--- src/rtl/hm_round_sequencer.sv ---
// rtl/hm_round_sequencer.sv - round sequencer for an iterative hash core
// Steps IDLE->LOAD->ROUND x NUM_ROUNDS->ADD->DONE and cross-checks an external round timer.
module hm_round_sequencer #(
    parameter int NUM_ROUNDS = 64,
    parameter int IDX_W      = 7
) (
    input  logic             clk,
    input  logic             rst,
    input  logic             start,
    input  logic             abort,
    input  logic             done_ack,
    input  logic             hash_rollover,
    output logic             busy,
    output logic             load_en,
    output logic             cnt_up,
    output logic             round_en,
    output logic [IDX_W-1:0] round_idx,
    output logic             add_en,
    output logic             done,
    output logic             sync_err
);

    typedef enum logic [2:0] {
        S_IDLE,
        S_LOAD,
        S_ROUND,
        S_ADD,
        S_DONE
    } state_t;

    localparam logic [IDX_W-1:0] LAST_IDX = IDX_W'(NUM_ROUNDS - 1);

    state_t           state_q, state_d;
    logic [IDX_W-1:0] round_idx_q, round_idx_d;
    logic             load_en_q, load_en_d;
    logic             cnt_up_q, cnt_up_d;
    logic             round_en_q, round_en_d;
    logic             add_en_q, add_en_d;
    logic             done_q, done_d;
    logic             sync_err_q, sync_err_d;

    always_comb begin
        state_d     = state_q;
        round_idx_d = round_idx_q;
        case (state_q)
            S_IDLE:  if (start && !abort) state_d = S_LOAD;
            S_LOAD: begin
                state_d     = S_ROUND;
                round_idx_d = '0;
            end
            S_ROUND: begin
                if (round_idx_q == LAST_IDX) begin
                    state_d     = S_ADD;
                    round_idx_d = '0;
                end else begin
                    round_idx_d = round_idx_q + IDX_W'(1);
                end
            end
            S_ADD:   state_d = S_DONE;
            S_DONE:  if (done_ack) state_d = S_IDLE;
            default: state_d = S_IDLE;
        endcase
        if (abort && state_q != S_IDLE) begin
            state_d     = S_IDLE;
            round_idx_d = '0;
        end

        // Outputs are registered, so they follow the state being entered.
        load_en_d  = (state_d == S_LOAD);
        cnt_up_d   = (state_d == S_ROUND);
        round_en_d = (state_d == S_ROUND);
        add_en_d   = (state_d == S_ADD);
        done_d     = (state_d == S_DONE);

        // The timer must roll over exactly in the ADD cycle and nowhere else.
        sync_err_d = sync_err_q | ((state_q == S_ADD) ? !hash_rollover : hash_rollover);
        if (state_q == S_IDLE && start && !abort) sync_err_d = 1'b0;
    end

    always_ff @(posedge clk) begin
        if (rst) begin
            state_q     <= S_IDLE;
            round_idx_q <= '0;
            load_en_q   <= 1'b0;
            cnt_up_q    <= 1'b0;
            round_en_q  <= 1'b0;
            add_en_q    <= 1'b0;
            done_q      <= 1'b0;
            sync_err_q  <= 1'b0;
        end else begin
            state_q     <= state_d;
            round_idx_q <= round_idx_d;
            load_en_q   <= load_en_d;
            cnt_up_q    <= cnt_up_d;
            round_en_q  <= round_en_d;
            add_en_q    <= add_en_d;
            done_q      <= done_d;
            sync_err_q  <= sync_err_d;
        end
    end

    assign busy      = (state_q != S_IDLE);
    assign load_en   = load_en_q;
    assign cnt_up    = cnt_up_q;
    assign round_en  = round_en_q;
    assign round_idx = round_idx_q;
    assign add_en    = add_en_q;
    assign done      = done_q;
    assign sync_err  = sync_err_q;

endmodule
--- config.mk ---
export PLATFORM = sky130hd
export DESIGN_NAME = hm_round_sequencer
export DESIGN_NICKNAME = d
export VERILOG_FILES = /design/src/rtl/hm_round_sequencer.sv
export SDC_FILE = /design/constraint.sdc
export NUM_CORES = 1
export LEC_CHECK = 0
export ABC_AREA = 0
export CAP_MARGIN = 20
export CELL_PAD_IN_SITES_DETAIL_PLACEMENT = 1
export CELL_PAD_IN_SITES_GLOBAL_PLACEMENT = 2
export CORE_AREA = 8 8 55 76
export CTS_BUF_LIST = sky130_fd_sc_hd__clkbuf_16
export DETAILED_ROUTE_END_ITERATION = 7
export DIE_AREA = 0 0 63 84
export HOLD_SLACK_MARGIN = 0.06
export PLACE_DENSITY = 0.81
export SETUP_SLACK_MARGIN = 0.3
export SYNTH_ARGS = -nofsm -noshare
export SYNTH_HDL_FRONTEND = slang
export SYNTH_SLANG_ARGS = --single-unit
--- constraint.sdc ---
create_clock -name clk -period 1.4 [get_ports clk]
set_input_delay 0.14 -clock clk [delete_from_list [all_inputs] [get_ports clk]]
set_output_delay 0.14 -clock clk [all_outputs]
set_load 0.005 [all_outputs]
==> impl_metrics.json <==
{
  "crit_required_ns": 1.54,
  "synth.distinct_cells": 33,
  "hold_class": "flop to flop",
  "drc": 0,
  "total_power_mw": 1.144,
  "min_period_ns": 1.514,
  "fin_ws_ns": -0.1141,
  "cts_root_buffer": "clkbuf_16",
  "cts.sinks": 15,
  "min_from": "sync_err$_SDFF_PP0_",
  "synth.most_common_cell": "dfxtp_1",
  "dp_hpwl_um": 1691,
  "yosysTopAreaCell": "dfxtp_1",
  "place_congestion": 0.7115,
  "grt_max_degree": 9,
  "synth_nets": 81,
  "synth-edff-count": 0,
  "ys_warn_count": 0,
  "cts_hold_buf": 0,
  "drive_gt1_share_pct": 56.67,
  "slew_headroom_pct": 85.64,
  "clk_latency_ns": 0.25,
  "slew_viol_final": 0,
  "drt_iter0_markers": 26,
  "crit_arrival_ns": 1.66,
  "fmax_mhz": 660.5,
  "grt_pass1_vias": 820,
  "die_width_um": 63,
  "die_h_um": 84,
  "num_vias": 755,
  "ir_drop_mv": 0.3879,
  "ys_ff_latch": 15,
  "cp-start-kind": "flop",
  "synth_top_area_share_pct": 42.63,
  "power_leakage_nw": 0.5461,
  "skew_ns": 0.0008957,
  "h-tree-depth": 1,
  "tightestPinTransition_ns": 0.2136,
  "cts_buffer_depth": 2,
  "synthCells": 74,
  "overflow": 0,
  "finalHoldViolations": 0,
  "ys.flop_type": "dfxtp_1",
  "yosys-top-cells-count": "15 x dfxtp_1, 10 x a21oi_1, 6 x nor2_1, 4 x nor3_1",
  "path_buf_inv": 0,
  "crit_family": "simple AND/OR/NAND/NOR gates",
  "cts.clk_slew.worst_paths_ns": 0.05,
  "rsz0062_at_grt": "yes",
  "io_pins": 20,
  "worst_path_max_delay_cell": "or4_4",
  "whs_ns": 0.5536,
  "grt_pass1_wl_um": 4257,
  "max_stage_delay_ns": 0.47,
  "crit_chain": "ha_4 > and3_4 > a31oi_1 > or4_4 > and2_4",
  "drt-wirelength-per-cell_um": 18.63,
  "place_ws_ns": -0.1482,
  "ant_nets": 0,
  "routed_via_density": 4.748,
  "synth-seq-area-share_pct": 42.63,
  "rows": 24,
  "cts_buffers": 3,
  "antenna_found_initial": 0,
  "worst-setup-path-type": "flop to flop",
  "ys_async_sr_fraction_pct": 0,
  "timing.final.crit_share_pct": 108.1,
  "syn-cell-area_um2": 704.4,
  "grt_usage_pct": 10.46,
  "fin_nets": 128,
  "avgSynthCellArea_um2": 9.519,
  "regToRegStartpoint": "round_idx[0]$_SDFFE_PP0P_",
  "crit_path_end_kind": "flop",
  "ys_top_cells_by_area": "dfxtp_1 43%, a21oi_1 7.1%, nor4_2 3.6%",
  "crit_fanout": 4,
  "status": "complete, but fails checks",
  "wirelength_um": 2962,
  "setup_viol": 6,
  "crit_path_start": "round_idx[0]$_SDFFE_PP0P_",
  "power_density_nw_per_um2": 845.7,
  "cts_tree": "yes",
  "violations": "negative setup slack",
  "fillCellCount": 341,
  "drt_pass1_iterations": 4,
  "portBuffers": 19,
  "core_area_um2": 3033,
  "max_cap_viol_count": 0,
  "n_antenna_cell": 0,
  "dieArea_um2": 5292,
  "initial_core_util_pct": 23.23,
  "area_growth_pct": 92.01
}
flip-flops by register name, summed over array words and instances, names as in the netlist:
name and flops:
add_en 1, state_q 3, done 1, round_en 1, sync_err 1, round_idx 7, load_en 1
through the flow:
stage / util, % / cell area [µm²] / instances / TNS (ns)
floorplan: - / 726.9 / 74 / -0.09590
global placement: 34.53 / 1047 / 143 / -0.2616
detailed placement: 34.53 / 1047 / 143 / -0.5557
CTS: 41.67 / 1264 / 155 / -0.2428
global route: 44.60 / 1353 / 159 / -0.5134
finish: 44.60 / 1353 / 159 / -0.3009
report_power, final:
part | internal, mW | switching (mW)
logic | 0.0789 | 0.0708
registers | 0.431 | 0.00601
clock network | 0.379 | 0.178
total | 0.889 | 0.255
layout by cell type (no fill, tap or decap), drive strengths merged:
cell type      count
nor3               5
xor2               1
clkdlybuf4s15      4
nor2               6
clkdlybuf4s50      5
or3b               1
xnor2              1
a21oi             10
a21o               2
and2               1
nor3b              3
ha                 1
and3               1
a31oi              2
nor4               2
or3                1
mux2i              1
o21ai              2
buf               28
o21bai             1
nand3              2
clkbuf             6
o211ai             1
dfxtp             15
nand3b             3
inv                1
and3b              1
nor2b              1
nand2b             1
a22oi              1
nand2              3
dlygate4sd2        6
or4                1
per-layer routing:
layer | vias up | track usage (%) | part of all wire [%]
met2 | 21 | 19.64 | 58
met4 | 0 | 6.250 | 1.9
met5 | - | 0 | 0
met1 | 369 | 9.517 | 35
li1 | 360 | - | -
met3 | 5 | 2.957 | 4.6
layout make-up:
class | instances | area (µm²) | share of cell area [%]
multi-input combinational | 55 | 508.0 | 37.56
timing repair buffer | 46 | 402.9 | 29.79
sequential | 15 | 314.1 | 23.22
clock buffer | 3 | 75.07 | 5.550
tap | 39 | 48.80 | 3.608
clock inverter | 1 | 3.754 | 0.2775
worst register-to-register path, cell delays in order (launching register included):
cell and delay (ns):
dfxtp_4 0.36, ha_4 0.13, and3_4 0.19, a31oi_1 0.10, or4_4 0.47, and2_4 0.17
worst paths after layout:
path / endpoint / slack (ns) / cells after the start
setup / recovery: round_en$_SDFF_PP0_ / -0.11 / 5
hold / removal: sync_err$_SDFF_PP0_ / 0.55 / 2
setup reg to reg: round_en$_SDFF_PP0_ / -0.11 / 5
hold reg to reg: sync_err$_SDFF_PP0_ / 0.55 / 2
timing repair:
item / CTS / global route
setup endpoints to repair: 29 / 19
buffers inserted: 7 / 4
cloned: 1 / 0
gates resized for setup: 46 / 23
pin swaps: 11 / 12
hold endpoints to repair: 0 / 0
logic make-up after synthesis:
family                   after synthesis  share of synthesized area [%]
AO/OA/AOI/OAI                         18                          14.57
XOR/XNOR                               2                          2.487
adder cells (fa/ha/maj)                1                          1.776
buffers and inverters                  5                          5.505
flip-flops                            15                          42.63
multiplexers                           1                          1.421
AND/OR/NAND/NOR                       32                          31.62
(Power assumes the default switching activity.)
